File: src/rtl/elastic_pkg.sv
// Shared width helpers for the elastic FIFO and its pointer counters.
package elastic_pkg;

   // Pointer width: enough bits to index depth entries, never narrower than 1.
   function automatic int ptr_width(input int depth);
      return (depth <= 2) ? 1 : $clog2(depth);
   endfunction

   // Occupancy counter width: must represent 0..depth inclusive.
   function automatic int cnt_width(input int depth);
      return $clog2(depth + 1);
   endfunction

endpackage

File: src/rtl/elastic_wrap_ctr.sv
// Modulo-(max_p+1) counter used for the FIFO read and write pointers.
module elastic_wrap_ctr
   import elastic_pkg::*;
#(
   parameter int max_p   = 3,
   parameter int width_p = ptr_width(max_p + 1)
) (
   input  logic               clk_i,
   input  logic               clr_i,
   input  logic               inc_i,
   output logic [width_p-1:0] value_o
);

   localparam logic [width_p-1:0] MAX_C = width_p'(max_p);

   logic [width_p-1:0] value_q, value_d;

   // Next value: clear wins, otherwise step and wrap max_p back to zero.
   always_comb begin
      value_d = value_q;
      if (clr_i)
         value_d = '0;
      else if (inc_i)
         value_d = (value_q == MAX_C) ? '0 : value_q + 1'b1;
   end

   // Pointer register; clr_i carries the synchronous reset from the parent.
   always_ff @(posedge clk_i) begin
      value_q <= value_d;
   end

   assign value_o = value_q;

endmodule

File: src/rtl/elastic_fifo.sv
// Multi-entry valid/ready elastic buffer. ready_o/valid_o/count_o come only
// from the registered occupancy count, so nothing flows combinationally from
// the downstream ready to the upstream ready.
module elastic_fifo
   import elastic_pkg::*;
#(
   parameter int width_p          = 8,
   parameter int depth_p          = 4,
   parameter int datapath_reset_p = 0,
   parameter int datapath_gate_p  = 0
) (
   input  logic                          clk_i,
   input  logic                          reset_i,
   input  logic                          flush_i,
   input  logic [width_p-1:0]            data_i,
   input  logic                          valid_i,
   output logic                          ready_o,
   output logic                          valid_o,
   output logic [width_p-1:0]            data_o,
   input  logic                          ready_i,
   output logic [cnt_width(depth_p)-1:0] count_o
);

   localparam int PW = ptr_width(depth_p);
   localparam int CW = cnt_width(depth_p);
   localparam logic [CW-1:0] DEPTH_C = CW'(depth_p);

   logic [CW-1:0]      count_q, count_d;
   logic [PW-1:0]      rd_ptr, wr_ptr;
   logic [width_p-1:0] mem_q [depth_p];
   logic               clr, push, pop, we;

   assign ready_o = (count_q != DEPTH_C);
   assign valid_o = (count_q != '0);
   assign count_o = count_q;
   assign data_o  = mem_q[rd_ptr];

   // Reset and flush both discard any handshake in the same cycle.
   assign clr  = reset_i | flush_i;
   assign push = valid_i & ready_o & ~clr;
   assign pop  = valid_o & ready_i & ~clr;

   // Ungated mode writes the free slot every cycle there is room; the slot is
   // not part of the held data until a push advances wr_ptr past it.
   assign we = ((datapath_gate_p != 0) ? push : ready_o) & ~clr;

   elastic_wrap_ctr #(.max_p(depth_p - 1), .width_p(PW)) u_rd_ctr (
      .clk_i   (clk_i),
      .clr_i   (clr),
      .inc_i   (pop),
      .value_o (rd_ptr)
   );

   elastic_wrap_ctr #(.max_p(depth_p - 1), .width_p(PW)) u_wr_ctr (
      .clk_i   (clk_i),
      .clr_i   (clr),
      .inc_i   (push),
      .value_o (wr_ptr)
   );

   // Occupancy: flush empties; simultaneous push and pop leave it unchanged.
   always_comb begin
      count_d = count_q;
      if (flush_i)
         count_d = '0;
      else begin
         unique case ({push, pop})
            2'b10:   count_d = count_q + 1'b1;
            2'b01:   count_d = count_q - 1'b1;
            default: count_d = count_q;
         endcase
      end
   end

   // Occupancy register.
   always_ff @(posedge clk_i) begin
      if (reset_i) count_q <= '0;
      else         count_q <= count_d;
   end

   // Storage array; optionally zeroed on reset, never touched by flush.
   always_ff @(posedge clk_i) begin
      if (reset_i) begin
         if (datapath_reset_p != 0)
            for (int i = 0; i < depth_p; i++) mem_q[i] <= '0;
      end else if (we) begin
         mem_q[wr_ptr] <= data_i;
      end
   end

endmodule

File: config.mk
export PLATFORM = sky130hd
export DESIGN_NAME = elastic_fifo
export DESIGN_NICKNAME = d
export VERILOG_FILES = /design/src/rtl/elastic_pkg.sv /design/src/rtl/elastic_wrap_ctr.sv /design/src/rtl/elastic_fifo.sv
export SDC_FILE = /design/constraint.sdc
export NUM_CORES = 1
export LEC_CHECK = 0
export ABC_AREA = 1
export CAP_MARGIN = 0
export CORE_UTILIZATION = 55
export DETAILED_ROUTE_END_ITERATION = 8
export DONT_BUFFER_PORTS = 1
export GPL_ROUTABILITY_DRIVEN = 0
export PLACE_DENSITY_LB_ADDON = 0.08
export SETUP_SLACK_MARGIN = 0.3
export SLEW_MARGIN = 30
export SYNTH_ARGS = -nofsm -noshare
export SYNTH_HDL_FRONTEND = slang
export SYNTH_SLANG_ARGS = --single-unit
export TNS_END_PERCENT = 10
File: constraint.sdc
create_clock -name clk_i -period 1.75 [get_ports clk_i]
set_input_delay 0.35 -clock clk_i [delete_from_list [all_inputs] [get_ports clk_i]]
set_output_delay 0.35 -clock clk_i [all_outputs]
set_load 0.02 [all_outputs]
# Word level (Yosys, flattened, before mapping)
# Memories as Yosys holds them, arrays and structs flattened. A register that Yosys moved wholly into a read port is not among the register bits.
# Cells that the tools add are included.
# word_totals
inputBits,13
elab_cells,31
n_memories,1
out_inout_bits,13
ram_bits,32
reg_bits,7
# memory_table
memory,depth,word_bits,read_ports,rd_clocked_by_memory_dff,write_ports,line,text
mem_q,4,8,1,1,1,elastic_fifo.sv:30,logic [width_p-1:0] mem_q [depth_p];
# op_classes
n_addsub,4
bitwise,7
n_mux,8
eq_ne,5
n_reduce_logical,3
# op_table
op,n
2-bit two-way mux,4
"2-bit == test, second input constant",3
3-bit one-hot mux with 2 select lines,1
1-bit bitwise AND,5
"2-bit by 1-bit adder with 2-bit output, second input constant",2
"3-bit by 1-bit adder with 3-bit output, second input constant",1
1-bit two-way mux,3
"3-bit inequality test, second input constant",1
3-bit nonzero test,1
"3-bit by 1-bit subtractor with 3-bit output, second input constant",1
"2-bit by 1-bit == test with 1-bit output, second input constant",1
2-bit nonzero test,1
2-bit OR reduction,1
1-bit NOT,1
1-bit bitwise OR,1

# Depth between registers and ports, before layout
# logic_depth
word_depth,6
depth_mapped,13

# Modules after synthesis
# Synthesis repeated with hierarchy kept, for this count alone.
# unflattened
hier_cells,143
area_unflattened_um2,1632.8
# modules_own_cells
module,instances,cells_each,area_each_um2
elastic_fifo,1,115,1432.6
elastic_wrap_ctr,2,14,100.1

# Worst setup path before layout
# Ideal clock, no wire load.
# synth_timing
path_type,register to register
from,reg count_q[1] (netlist: count_o[1])
to,reg count_q[2] (netlist: count_o[2])
path_slack_ps,-216
arrival_time_ps,1853
setup_ps,113
period_less_slack_ps,1966
stages_incl_launch_ff,14
path_cell_list,dfxtp_1 nor2_1 nand2_1 nand2_1 nor2_2 ha_1 inv_1 fa_1 inv_1 nand2_1 nand3_1 nand2_1 nand2_1 nor2_1
# synth_via
elab_chain_cells,5
# synth_lines
element,line,text
start: declaration,elastic_fifo.sv:28,"logic [CW-1:0] count_q, count_d;"
start signal: assignment,elastic_fifo.sv:78,else count_q <= count_d;
3-bit nonzero test *,elastic_fifo.sv:34,assign valid_o = (count_q != '0);
named net valid_o,elastic_fifo.sv:18,"output logic valid_o,"
1-bit bitwise AND * (2 in series),elastic_fifo.sv:41,assign pop = valid_o & ready_i & ~clr;
named net pop,elastic_fifo.sv:31,"logic clr, push, pop, we;"
2-bit by 1-bit == test with 1-bit output or 2-bit == test (tied branches),elastic_fifo.sv:67,"unique case ({push, pop})"
3-bit one-hot mux with 2 select lines or 2-bit nonzero test (tied branches),-,
# The timed path passes the listed nets; every way through them passes the cells marked *.
# A chain may end at the register's enable or synchronous reset.

# Worst setup path in the final report
# layout_timing
from,reg count_q[2] (netlist: count_o[2])
to,reg count_q[2] (netlist: count_o[2])
# layout_via
elab_chain_cells,5
# layout_lines
element,line
3-bit nonzero test *,elastic_fifo.sv:34
1-bit bitwise AND * (2 in series),elastic_fifo.sv:41
named net pop,elastic_fifo.sv:31
2-bit by 1-bit == test with 1-bit output or 2-bit == test (tied branches),elastic_fifo.sv:67
3-bit one-hot mux with 2 select lines or 2-bit nonzero test (tied branches),-
# Marks and branches as above.

==> out/results.ini <==
[global_route]
grt.total_usage_pct=19.19
antenna_found_initial=0
overflow=0
grt_max_degree=17
grt_pass1_wl_um=4574
grt_pass1_vias=1066

[routing]
wire_per_inst_um=13.97
wl_um=2793
first_pass_iters=6
drc=2
vias=1068
antenna_left=0
vias_per_cell=5.340
drt_iter0_drc=23

[critical_path]
ff2ff_setup_slack_ps=110
reg2reg_to=count_o[2]$_SDFFE_PP0P_
cp_max_fo=3
cp.required_ps=1990
cp-start-kind=register
path_class=reg2reg
r2r_start=count_o[2]$_SDFFE_PP0P_
end_kind=register
cp_data_arrival_time_ps=1880
r2r_cells=13

[timing]
layout_min_cycle_time_ps=1644
min_period_over_period_pct=93.92
skew_ps=11.95
setup_violations=0
hold_viol_final=0
fmax_mhz=608.4
max_slew.worst_pin.slew_ps=181.7
grt_setup_unrepaired=true
tns_ps=0
finalMaxSlewViolations=0
slew_headroom_pct=87.76

[synthesis]
syn_area_um2=1703
synth_nets=163
synth_fa_ha_area_share_pct=5.584
synth_compound_area_share_pct=9.772
synthXorXnorAreaFrac_pct=0
yosysWarnings=0
ys_seq_area_share_pct=67.01
synth_cell_types=18
synth-seq-cells=41
synth_cells=143
syn_avg_cell_area_um2=11.91
synth_top_family_by_area=simple AND/OR/NAND/NOR gates
synthSimpleGateAreaFrac_pct=12.78
synth_mux_area_share_pct=0

[pwr]
clkPwrFrac_pct=27.0
leakagePower_uw=0.0007688
swShare_pct=20.52
p_sw_uw=323.0
p_seq_share_pct=67.4
total_power_uw=1574
p_comb_share_pct=5.6
powerDensity_nw_per_um2=784.8
peakVddDrop_mv=0.5568
intPower_uw=1251

[run_status]
violations=DRC
status=finished with violations

[floorplanning]
die_h_um=57.65
start_util_pct=59.69
die_area_um2=3323
io_pins=26
design.core.area_um2=2853
num_rows=19
die_width_um=57.65

[final_layout]
antenna_cells=0
fill_cells=213
area_delta_synth_final_pct=17.78
drive_gt1_share_pct=28.40
layout_common_cells=32 x edfxtp_1, 26 x nor2_1, 18 x buf_4, 13 x o21ai_0
final_common_cell=edfxtp_1
fin_nets=188

[cts]
cts_buffer_depth=2
numCtsBuffers=5
clk_pin_slew_worst_paths_ps=110
htreeDepth=2
root_buffer=clkbuf_4
clock-sinks=41
clk_latency_ps=330
cts_tree=built
cts-hold-fix-buffers=0

[hold_path]
min_delay_path_depth=0
holdPathEnd=mem_q[2][4]$_DFFE_PP_
hold_class=in2reg
holdCritStartpoint=data_i[4]

[placement]
io_buffers=0
dp_hpwl_um=2010

[run]
max_cap_violations=0

[cell families (layout without fill, tap and decap cells)]
| kind of cell | count (synthesis) | in the layout |
|---|---|---|
| adders and majority gates | 7 | 7 |
| AOI/OAI and AO/OA | 29 | 29 |
| DFF | 41 | 41 |
| buffers and inverters | 18 | 44 |
| and+or+nand+nor | 48 | 48 |
[power groups by stage]
stage	clock network, uW	logic (uW)	registers [uW]
floorplan	0	55.5	1090
global placement	0	85.5	1090
detailed placement	0	87.5	1090
CTS	441	89.4	1060
global route	486	96.0	1060
finish	425	88.4	1060
[sequential cells by signal (all words and copies together), names as in the netlist, named ones only]
register	cells
mem_q	32
u_wr_ctr.value_o	2
count_o	3
u_rd_ctr.value_o	2
[how the worst max path moves through the flow]
stage | from | slack [ps] | depth (start not counted) | end
after floorplan | count_o[0]$_SDFFE_PP0P_ | 80 | 13 | count_o[2]$_SDFFE_PP0P_
after global routing | count_o[2]$_SDFFE_PP0P_ | 9 | 13 | count_o[2]$_SDFFE_PP0P_
after CTS | count_o[1]$_SDFFE_PP0P_ | 90 | 12 | count_o[2]$_SDFFE_PP0P_
final | count_o[2]$_SDFFE_PP0P_ | 110 | 13 | count_o[2]$_SDFFE_PP0P_
after detailed placement | count_o[1]$_SDFFE_PP0P_ | 30 | 13 | count_o[2]$_SDFFE_PP0P_
after global placement | count_o[1]$_SDFFE_PP0P_ | 80 | 13 | count_o[2]$_SDFFE_PP0P_
[final cells by class]
class	count	area, um^2	area share [%]
sequential	41	1160	57.83
multi-input combinational	84	533.0	26.58
timing repair buffer	20	157.7	7.860
inverter	16	67.56	3.369
clock buffer	8	48.80	2.433
tap	31	38.79	1.934
[repair_timing]
item,in CTS,in global routing
endpoints found under the setup margin,12,25
pin swaps,2,2
buffers inserted,1,0
resized for setup,11,3
[metal layers]
metal | share of wire, % | up-vias | global-route usage [%]
li1 | - | 541 | -
met3 | 4.8 | 7 | 6.920
met1 | 41 | 499 | 18.99
met5 | 0 | - | 0
met4 | 1.9 | 0 | 10.45
met2 | 53 | 21 | 34.72
[cell usage after synthesis, drive strengths merged]
cell | n | area [um^2]
a21oi | 2 | 10.01
buf | 2 | 22.52
dfxtp | 9 | 180.2
edfxtp | 32 | 960.9
fa | 1 | 20.02
ha | 6 | 75.07
inv | 16 | 60.06
nand2 | 14 | 52.55
nand3 | 5 | 37.54
nor2 | 29 | 127.6
o21ai | 19 | 106.4
o22ai | 8 | 50.05
[critical path: stages (launching register included)]
cell,delay [ps]
dfxtp_4,420
inv_2,70
nand2_4,70
nand2_4,60
nor2_4,110
ha_4,140
inv_2,40
fa_2,320
inv_1,60
nand2_1,50
nand3_1,80
nand2_1,50
nand2_1,50
nor2_1,40
[stage by stage]
stage	hold slack (ps)	std cells	setup slack, ps	util, %	area, um^2
after CTS	85.24	200	92.79	69.96	1996
after global routing	64.33	200	9.363	70.31	2006
after detailed placement	449.0	191	30.95	67.06	1913
final	102.6	200	106.5	70.31	2006
after floorplan	448.9	143	84.97	-	1754
after global placement	449.0	191	76.29	67.06	1913
(Power assumes the default switching activity.)
